File: config.mk
export PLATFORM = sky130hd
export DESIGN_NAME = wb_mul5_slave
export DESIGN_NICKNAME = d
export VERILOG_FILES = /design/src/rtl/wb_mul5_slave.sv
export SDC_FILE = /design/constraint.sdc
export NUM_CORES = 1
export LEC_CHECK = 0
export BUFFER_PORTS_ARGS = -buffer_cell sky130_fd_sc_hd__buf_2
export CAP_MARGIN = 20
export CORE_ASPECT_RATIO = 1.1
export CORE_MARGIN = 5
export CORE_UTILIZATION = 47
export CTS_BUF_LIST = sky130_fd_sc_hd__clkbuf_4
export CTS_CLUSTER_DIAMETER = 120
export DETAILED_ROUTE_END_ITERATION = 8
export PLACE_DENSITY_LB_ADDON = 0.12
export SETUP_SLACK_MARGIN = 0.5
export SLEW_MARGIN = 5
export SYNTH_ARGS = -nofsm -noshare
export SYNTH_HDL_FRONTEND = slang
export SYNTH_SLANG_ARGS = --single-unit
File: constraint.sdc
create_clock -name wb_clk_i -period 2 [get_ports wb_clk_i]
set_clock_uncertainty 0.15 [all_clocks]
set_input_delay 0 -clock wb_clk_i [delete_from_list [all_inputs] [get_ports wb_clk_i]]
set_output_delay 0 -clock wb_clk_i [all_outputs]
set_load 0.005 [all_outputs]
File: src/rtl/wb_mul5_slave.sv
// ============================================================================
// Module   : wb_mul5_slave
// Brief    : Wishbone classic responder driving a sequential shift-add multiplier
// Revision : 1.0 - initial release
// ============================================================================
`default_nettype none

module wb_mul5_slave #(
    parameter logic [31:0] BASE_ADR = 32'h3000_0000,
    parameter int          OP_W     = 5
) (
    input  logic        wb_clk_i,
    input  logic        wb_rst_n,
    input  logic        wbs_stb_i,
    input  logic        wbs_cyc_i,
    input  logic        wbs_we_i,
    input  logic [3:0]  wbs_sel_i,
    input  logic [31:0] wbs_adr_i,
    input  logic [31:0] wbs_dat_i,
    output logic        wbs_ack_o,
    output logic [31:0] wbs_dat_o,
    output logic        irq_o,
    output logic        busy_o
);

    localparam int         c_P_W   = 2 * OP_W;
    localparam int         c_CNT_W = (OP_W > 1) ? $clog2(OP_W) : 1;
    localparam logic [0:0] c_IDLE  = 1'b0;
    localparam logic [0:0] c_CALC  = 1'b1;

    logic [0:0]         r_state;
    logic [0:0]         w_state_nxt;
    logic               r_ack;
    logic [31:0]        r_dat;
    logic               r_irq;
    logic [OP_W-1:0]    r_a;
    logic [OP_W-1:0]    r_b;
    logic [c_P_W-1:0]   r_product;
    logic               r_done;
    logic               r_irq_en;
    logic [c_P_W-1:0]   r_acc;
    logic [c_P_W-1:0]   r_mcand;
    logic [OP_W-1:0]    r_mplier;
    logic [c_CNT_W-1:0] r_cnt;

    logic               w_hit;
    logic               w_acc;
    logic [1:0]         w_reg;
    logic               w_busy;
    logic               w_ctrl_wr;
    logic               w_op_wr;
    logic               w_start;
    logic               w_clr;
    logic               w_last;
    logic               w_done_nxt;
    logic               w_irq_en_nxt;
    logic [c_P_W-1:0]   w_sum;
    logic [31:0]        w_rdata;
    logic               w_unused;

    // An access is taken only on the first cycle of a hit, so a held strobe acks every other cycle
    assign w_hit     = wbs_cyc_i & wbs_stb_i & (wbs_adr_i[31:4] == BASE_ADR[31:4]);
    assign w_acc     = w_hit & ~r_ack;
    assign w_reg     = wbs_adr_i[3:2];
    assign w_busy    = (r_state == c_CALC);
    assign w_ctrl_wr = w_acc & wbs_we_i & (w_reg == 2'd0) & wbs_sel_i[0];
    assign w_op_wr   = w_acc & wbs_we_i & (w_reg == 2'd1) & ~w_busy;
    assign w_start   = w_ctrl_wr & wbs_dat_i[0] & ~w_busy;
    assign w_clr     = w_ctrl_wr & wbs_dat_i[2];
    assign w_last    = w_busy & (r_cnt == c_CNT_W'(OP_W - 1));
    assign w_sum     = r_mplier[0] ? (r_acc + r_mcand) : r_acc;

    assign w_unused  = &{1'b0, wbs_dat_i[31:8+OP_W], wbs_dat_i[7:OP_W],
                         wbs_sel_i[3:2], wbs_adr_i[1:0]};

    always_ff @(posedge wb_clk_i) begin
        if (!wb_rst_n) begin
            r_state <= c_IDLE;
        end else begin
            r_state <= w_state_nxt;
        end
    end

    always_comb begin
        w_state_nxt = r_state;
        case (r_state)
            c_IDLE:  if (w_start) w_state_nxt = c_CALC;
            c_CALC:  if (w_last)  w_state_nxt = c_IDLE;
            default: w_state_nxt = c_IDLE;
        endcase
    end

    // Completion beats a simultaneous clear; a start beats both
    always_comb begin
        w_done_nxt = r_done;
        if (w_start) begin
            w_done_nxt = 1'b0;
        end else if (w_last) begin
            w_done_nxt = 1'b1;
        end else if (w_clr) begin
            w_done_nxt = 1'b0;
        end
        w_irq_en_nxt = w_ctrl_wr ? wbs_dat_i[1] : r_irq_en;
    end

    always_comb begin
        w_rdata = '0;
        case (w_reg)
            2'd0: begin
                w_rdata[0] = w_busy;
                w_rdata[1] = r_irq_en;
                w_rdata[2] = r_done;
            end
            2'd1: begin
                w_rdata[OP_W-1:0]   = r_a;
                w_rdata[8+:OP_W]    = r_b;
            end
            2'd2:    w_rdata[c_P_W-1:0] = r_product;
            default: w_rdata = '0;
        endcase
    end

    always_ff @(posedge wb_clk_i) begin
        if (!wb_rst_n) begin
            r_ack     <= 1'b0;
            r_dat     <= '0;
            r_irq     <= 1'b0;
            r_a       <= '0;
            r_b       <= '0;
            r_product <= '0;
            r_done    <= 1'b0;
            r_irq_en  <= 1'b0;
            r_acc     <= '0;
            r_mcand   <= '0;
            r_mplier  <= '0;
            r_cnt     <= '0;
        end else begin
            r_ack    <= w_acc;
            r_dat    <= w_acc ? w_rdata : 32'd0;
            r_done   <= w_done_nxt;
            r_irq_en <= w_irq_en_nxt;
            r_irq    <= w_done_nxt & w_irq_en_nxt;

            if (w_op_wr && wbs_sel_i[0]) r_a <= wbs_dat_i[OP_W-1:0];
            if (w_op_wr && wbs_sel_i[1]) r_b <= wbs_dat_i[8+:OP_W];

            if (w_start) begin
                r_acc    <= '0;
                r_mcand  <= {{OP_W{1'b0}}, r_a};
                r_mplier <= r_b;
                r_cnt    <= '0;
            end else if (w_busy) begin
                r_acc    <= w_sum;
                r_mcand  <= r_mcand << 1;
                r_mplier <= r_mplier >> 1;
                r_cnt    <= r_cnt + c_CNT_W'(1);
                if (w_last) r_product <= w_sum;
            end
        end
    end

    assign wbs_ack_o = r_ack;
    assign wbs_dat_o = r_dat;
    assign irq_o     = r_irq;
    assign busy_o    = w_busy;

endmodule

`default_nettype wire

# [Yosys cells after proc, flatten, opt, wreduce, memory -nomap -nowiden]
# Index checks and enable logic that the tools add are counted.
# W data, S select, Z words.
[totals] input_bits=73 register_bits=85
[classes] n_eq_ne=4 n_reduce_logical=9 n_addsub=2 bitwise_logic=17 mux=15
[op_table] cell="$eq A28 B26 Y1 const B" count=1
[op_table] cell="$mux W5" count=4
[op_table] cell="$and A1 B1 Y1" count=13
[op_table] cell="$add A10 B10 Y10" count=1
[op_table] cell="$mux W10" count=1
[op_table] cell="$pmux W3 S3" count=1
[op_table] cell="$reduce_and A3 Y1" count=3
[op_table] cell="$pmux W2 S2" count=2
[op_table] cell="$mux W1" count=6
[op_table] cell="$not A1 Y1" count=4
[op_table] cell="$add A3 B1 Y3 const B" count=1
[op_table] cell="$eq A3 B3 Y1 const B" count=1
[op_table] cell="$eq A2 B1 Y1 const B" count=1
[op_table] cell="$eq A2 B2 Y1 const B" count=1
[op_table] cell="$logic_and A1 B1 Y1" count=2
[op_table] cell="$logic_not A2 Y1" count=1
[op_table] cell="$pmux W1 S2" count=1
[op_table] cell="$reduce_and A2 Y1" count=1
[op_table] cell="$reduce_bool A2 Y1" count=1
[op_table] cell="$reduce_or A2 Y1" count=1

# [Longest topological paths before layout]
[logic_depth] depth_word=11 mapped_depth=9 ltp_nobuf=9

# [Least setup slack after synthesis]
# OpenSTA, ideal clock, no wires.
[synth_path] kind="reg-to-reg" start="register r_acc[0]" end="register r_product[6]" stages_incl_launch_ff=10 arrival_ps=1830 required_time_ps=1730 path_slack_ps=-99 path_cell_list="dfxtp_1 > ha_1 > inv_1 > fa_1 > nor2b_1 > o21ai_0 > a21oi_1 > or4_1 > nand3_1 > a21oi_1"
[synth_via] elab_chain_len=2
[synth_lines] item="from (decl)" line="41" source="logic [c_P_W-1:0] r_acc;"
[synth_lines] item="from (signal assigned)" line="153" source="r_acc <= w_sum;"
[synth_lines] item="$add A10 B10 Y10" line="71" source="assign w_sum = r_mplier[0] ? (r_acc + r_mcand) : r_acc;"
[synth_lines] item="$mux W10" line="71"
[synth_lines] item="to (signal assigned)" line="157" source="if (w_last) r_product <= w_sum;"
[synth_lines] item="to (decl)" line="38" source="logic [c_P_W-1:0] r_product;"
# No other way between the ends.
# A chain may end at the register's enable or synchronous reset.

# [Worst setup path in the final report]
[layout_path] start="register r_mcand[0]" end="register r_acc[9]"
[layout_via] elab_chain_len=2
[layout_lines] item="from (decl)" line="42" source="logic [c_P_W-1:0] r_mcand;"
[layout_lines] item="from (signal assigned)" line="149" source="r_mcand <= {{OP_W{1'b0}}, r_a};"
[layout_lines] item="from (signal assigned)" line="154" source="r_mcand <= r_mcand << 1;"
[layout_lines] item="$add A10 B10 Y10" line="71"
[layout_lines] item="$mux W10" line="71"
# No other way between the ends.

==> flow_metrics.py <==
metrics = {
    "routing": {
        "total_number_of_vias": 2978,
        "number_of_design_rule_violations_left_after_detail_routing": 0,
        "initialDrtViolationCount": 171,
        "wl_per_cell_microns": 16.2,
        "detail_route.vias_per_cell": 5.18,
        "drt_wl_total_mm": 9.34,
        "drt.antenna.violating_nets": 0,
        "detail_route.first_pass.iterations": 6,
    },
    "yosys": {
        "synth_top_cell_area_share_pct": 41.6,
        "syn-cell-area_sq_um": 3180,
        "ys_ff_latch": 66,
        "yosys.cell_types.count": 52,
        "synth-seq-area-share_pct": 41.6,
        "synth_flop_cell": "sky130_fd_sc_hd__dfxtp_1",
        "synth_area_leader_cell": "sky130_fd_sc_hd__dfxtp_1",
        "ys_async_sr_fraction_pct": 0,
        "postSynthAreaPerCell_sq_um": 9.03,
        "synth_warnings": 0,
        "post_synth_edffs": 0,
        "synth.top_cells.by_area": "sky130_fd_sc_hd__dfxtp_1, sky130_fd_sc_hd__mux2i_1, sky130_fd_sc_hd__ha_1",
        "synthesis.instances": 352,
    },
    "pwr": {
        "p_leak_uw": 0.00212,
        "p_per_area_nw_per_um2": 527,
        "ir_drop_uv": 616,
    },
    "global_routing": {
        "global_route.usage.total_pct": 21.9,
        "number_of_antenna_violations_at_the_first_check_in_global_routing": 0,
        "grt_first_pass_wirelength_mm": 14.1,
        "first_global_vias": 2888,
        "grt-ovfl-total": 0,
        "grt_start_max_net_pins": 21,
    },
    "floorplanning": {
        "core_region_area_sq_um": 6590,
        "row_count": 31,
        "top_level_ports": 108,
        "initial_core_util_pct": 48.2,
        "die_area_sq_um": 8510,
        "die_y_microns": 96.2,
        "die-width_microns": 88.4,
    },
    "clocking": {
        "clk_latency_ns": 0.42,
        "htreeDepth": 3,
        "worst_setup_hold_path_clk_slew_ns": 0.11,
        "cts_root_buffer_type": "sky130_fd_sc_hd__clkbuf_4",
        "cts_buffers": 9,
        "cts_buffer_depth": 2,
        "cts.sink_count": 66,
        "tritoncts": "yes",
    },
    "min_path": {
        "worst_hold_startpoint": "wbs_adr_i[2]",
        "timing.hold.worst_endpoint": "wbs_dat_o[8]",
        "timing.hold.worst.class": "input port to register",
        "timing.hold.worst_path_depth": 5,
    },
    "sta": {
        "period_needed_ns": 2.06,
        "grt_setup_unrepaired": "yes",
        "timing.final.crit_share_pct": 103,
        "endpoints_failing_setup": 3,
        "post-route-worst-setup-slack_ns": -0.0597,
        "timing_max_transition_violations_final": 0,
        "maxClockFrequency_ghz": 0.486,
        "final-hold-violation-count": 0,
        "final.setup.tns_ns": -0.0771,
    },
    "setup_path": {
        "r2r.worst_path.cells": 8,
        "setup.worst_path.class": "register to register",
        "crit_arrival_ns": 2.22,
        "r2r_start": "r_mcand[0]",
        "setup.worst_path.start_class": "register",
        "critical_path_buf_inv_count": 1,
        "slowest_delay_ns": 0.35,
        "timing.critical_path.to_type": "register",
        "worst_path_max_fanout": 3,
        "family_with_the_most_delay_on_the_worst_path": "compound AO/OA/AOI/OAI gates",
        "crit_path_cell_trace": "ha_4, buf_4, a21oi_4, o22ai_4, o2111a_1, a211oi_2, nor2_1, mux2_2",
        "worstPathRequired_ns": 2.16,
        "r2r_slack_ns": -0.06,
        "slowest_stage_cell_on_the_critical_path": "sky130_fd_sc_hd__dfxtp_2",
        "worst_r2r_endpoint": "r_acc[9]",
    },
    "run": {
        "maxCapViolCount": 0,
    },
    "placement": {
        "place_hpwl_mm": 6.13,
        "portBuffers": 62,
        "place.gp.congestion": 0.886,
    },
    "outcome": {
        "violations": "negative setup slack",
        "status": "complete, but fails checks",
    },
    "finish": {
        "layout_commonest_cell": "sky130_fd_sc_hd__buf_2",
        "post-route-util_pct": 74.8,
        "post_route_cells_drive_above_1_share_pct": 49.1,
        "final_nets": 577,
        "syn2layout_area_growth_pct": 55.3,
        "mostFrequentLayoutCells": "sky130_fd_sc_hd__buf_2, sky130_fd_sc_hd__dfxtp_1, sky130_fd_sc_hd__buf_4",
        "insertedDiodeCount": 0,
    },
}
## cells in the mapped netlist (all sizes together) (7+ instances only)
| master | instances |
|---|---|
| ha | 15 |
| inv | 17 |
| o21ai | 13 |
| nand2 | 26 |
| nor2 | 44 |
| nand3 | 7 |
| and3 | 8 |
| mux2i | 30 |
| a21oi | 23 |
| dfxtp | 66 |
| clkbuf | 8 |
| buf | 26 |
| a211oi | 12 |
| nor4 | 8 |
## where the power goes
part           internal (uW)  switching, uW  total, uW
logic                   82.2           85.0        167
registers               1310   0.0000000760       1310
clock network            639            482       1120
## worst max-delay path by stage
stage          startpoint            to  slack, ns  cells past startpoint
2_1_floorplan    r_acc[0]  r_product[8]       0.06                      9
3_3_place_gp   r_mcand[1]      r_acc[9]      -0.01                      7
3_5_place_dp   r_mcand[1]      r_acc[9]      -0.04                      7
4_1_cts          r_acc[0]  r_product[8]      -0.02                      9
5_1_grt          r_acc[0]  r_product[8]      -0.12                      9
6_report       r_mcand[0]      r_acc[9]      -0.06                      8
## per-stage QoR
stage          worst slack, ns  total power, uW  hold slack (ns)  instance area [sq um]  std cells
2_1_floorplan           0.0579             1420          -0.0116                   3420        370
3_3_place_gp           -0.0115             1460           0.0793                   3920        520
3_5_place_dp           -0.0438             1460           0.0888                   3920        520
4_1_cts                -0.0224             2600          -0.0385                   4670        567
5_1_grt                 -0.121             2690           0.0486                   4930        575
6_report               -0.0597             2600           0.0333                   4930        575
## metal layers
| metal | wire, microns | up-vias | GRT usage [%] |
|---|---|---|---|
| met4 | 333 | 0 | 10.7 |
| li1 | - | 1477 | - |
| met3 | 698 | 26 | 5.22 |
| met5 | 0 | - | 0 |
| met2 | 4660 | 112 | 37.1 |
| met1 | 3650 | 1363 | 25.9 |
## logic make-up after synthesis
family                     share of synthesized area (%)
muxes                                               9.80
xor gates and xnor gates                            1.93
AOI/OAI and AO/OA                                   14.3
other                                              0.118
adders and majority gates                           6.54
and+or+nand+nor                                     16.9
buffers and inverters                               8.90
DFF                                                 41.6
## worst min-delay path, delay by kind of cell
| family | cells | cell delay (ns) |
|---|---|---|
| buffers and inverters | 2 | 0.21 |
| adders and majority gates | 1 | 0.19 |
| and+or+nand+nor | 2 | 0.17 |
## what timing repair did
action / CTS / global route
setup endpoints to repair: 66 / 66
endpoints found under the hold margin: 41 / 0
gates resized for setup: 63 / 53
cloned: 2 / 0
pin swaps: 34 / 22
hold buffers: 16 / 0
setup buffers: 13 / 8
## cell type report
type | count | area, sq um
inverters | 17 | 63.8
repair buffers | 141 | 1070
fillers | 461 | 1660
clock inverters | 6 | 105
flip-flops and latches | 66 | 1340
multi-input cells | 253 | 2180
clock buffers | 10 | 75.1
well taps | 82 | 103
## flip-flops by register name, summed over array words and instances, names as in the netlist
register / flops
wbs_ack_o: 1
r_b: 5
wbs_dat_o: 13
r_product: 10
irq_o: 1
r_mcand: 10
busy_o: 1
r_mplier: 5
r_irq_en: 1
r_a: 5
r_acc: 10
r_done: 1
r_cnt: 3
Power figures use the tool's default switching activity.
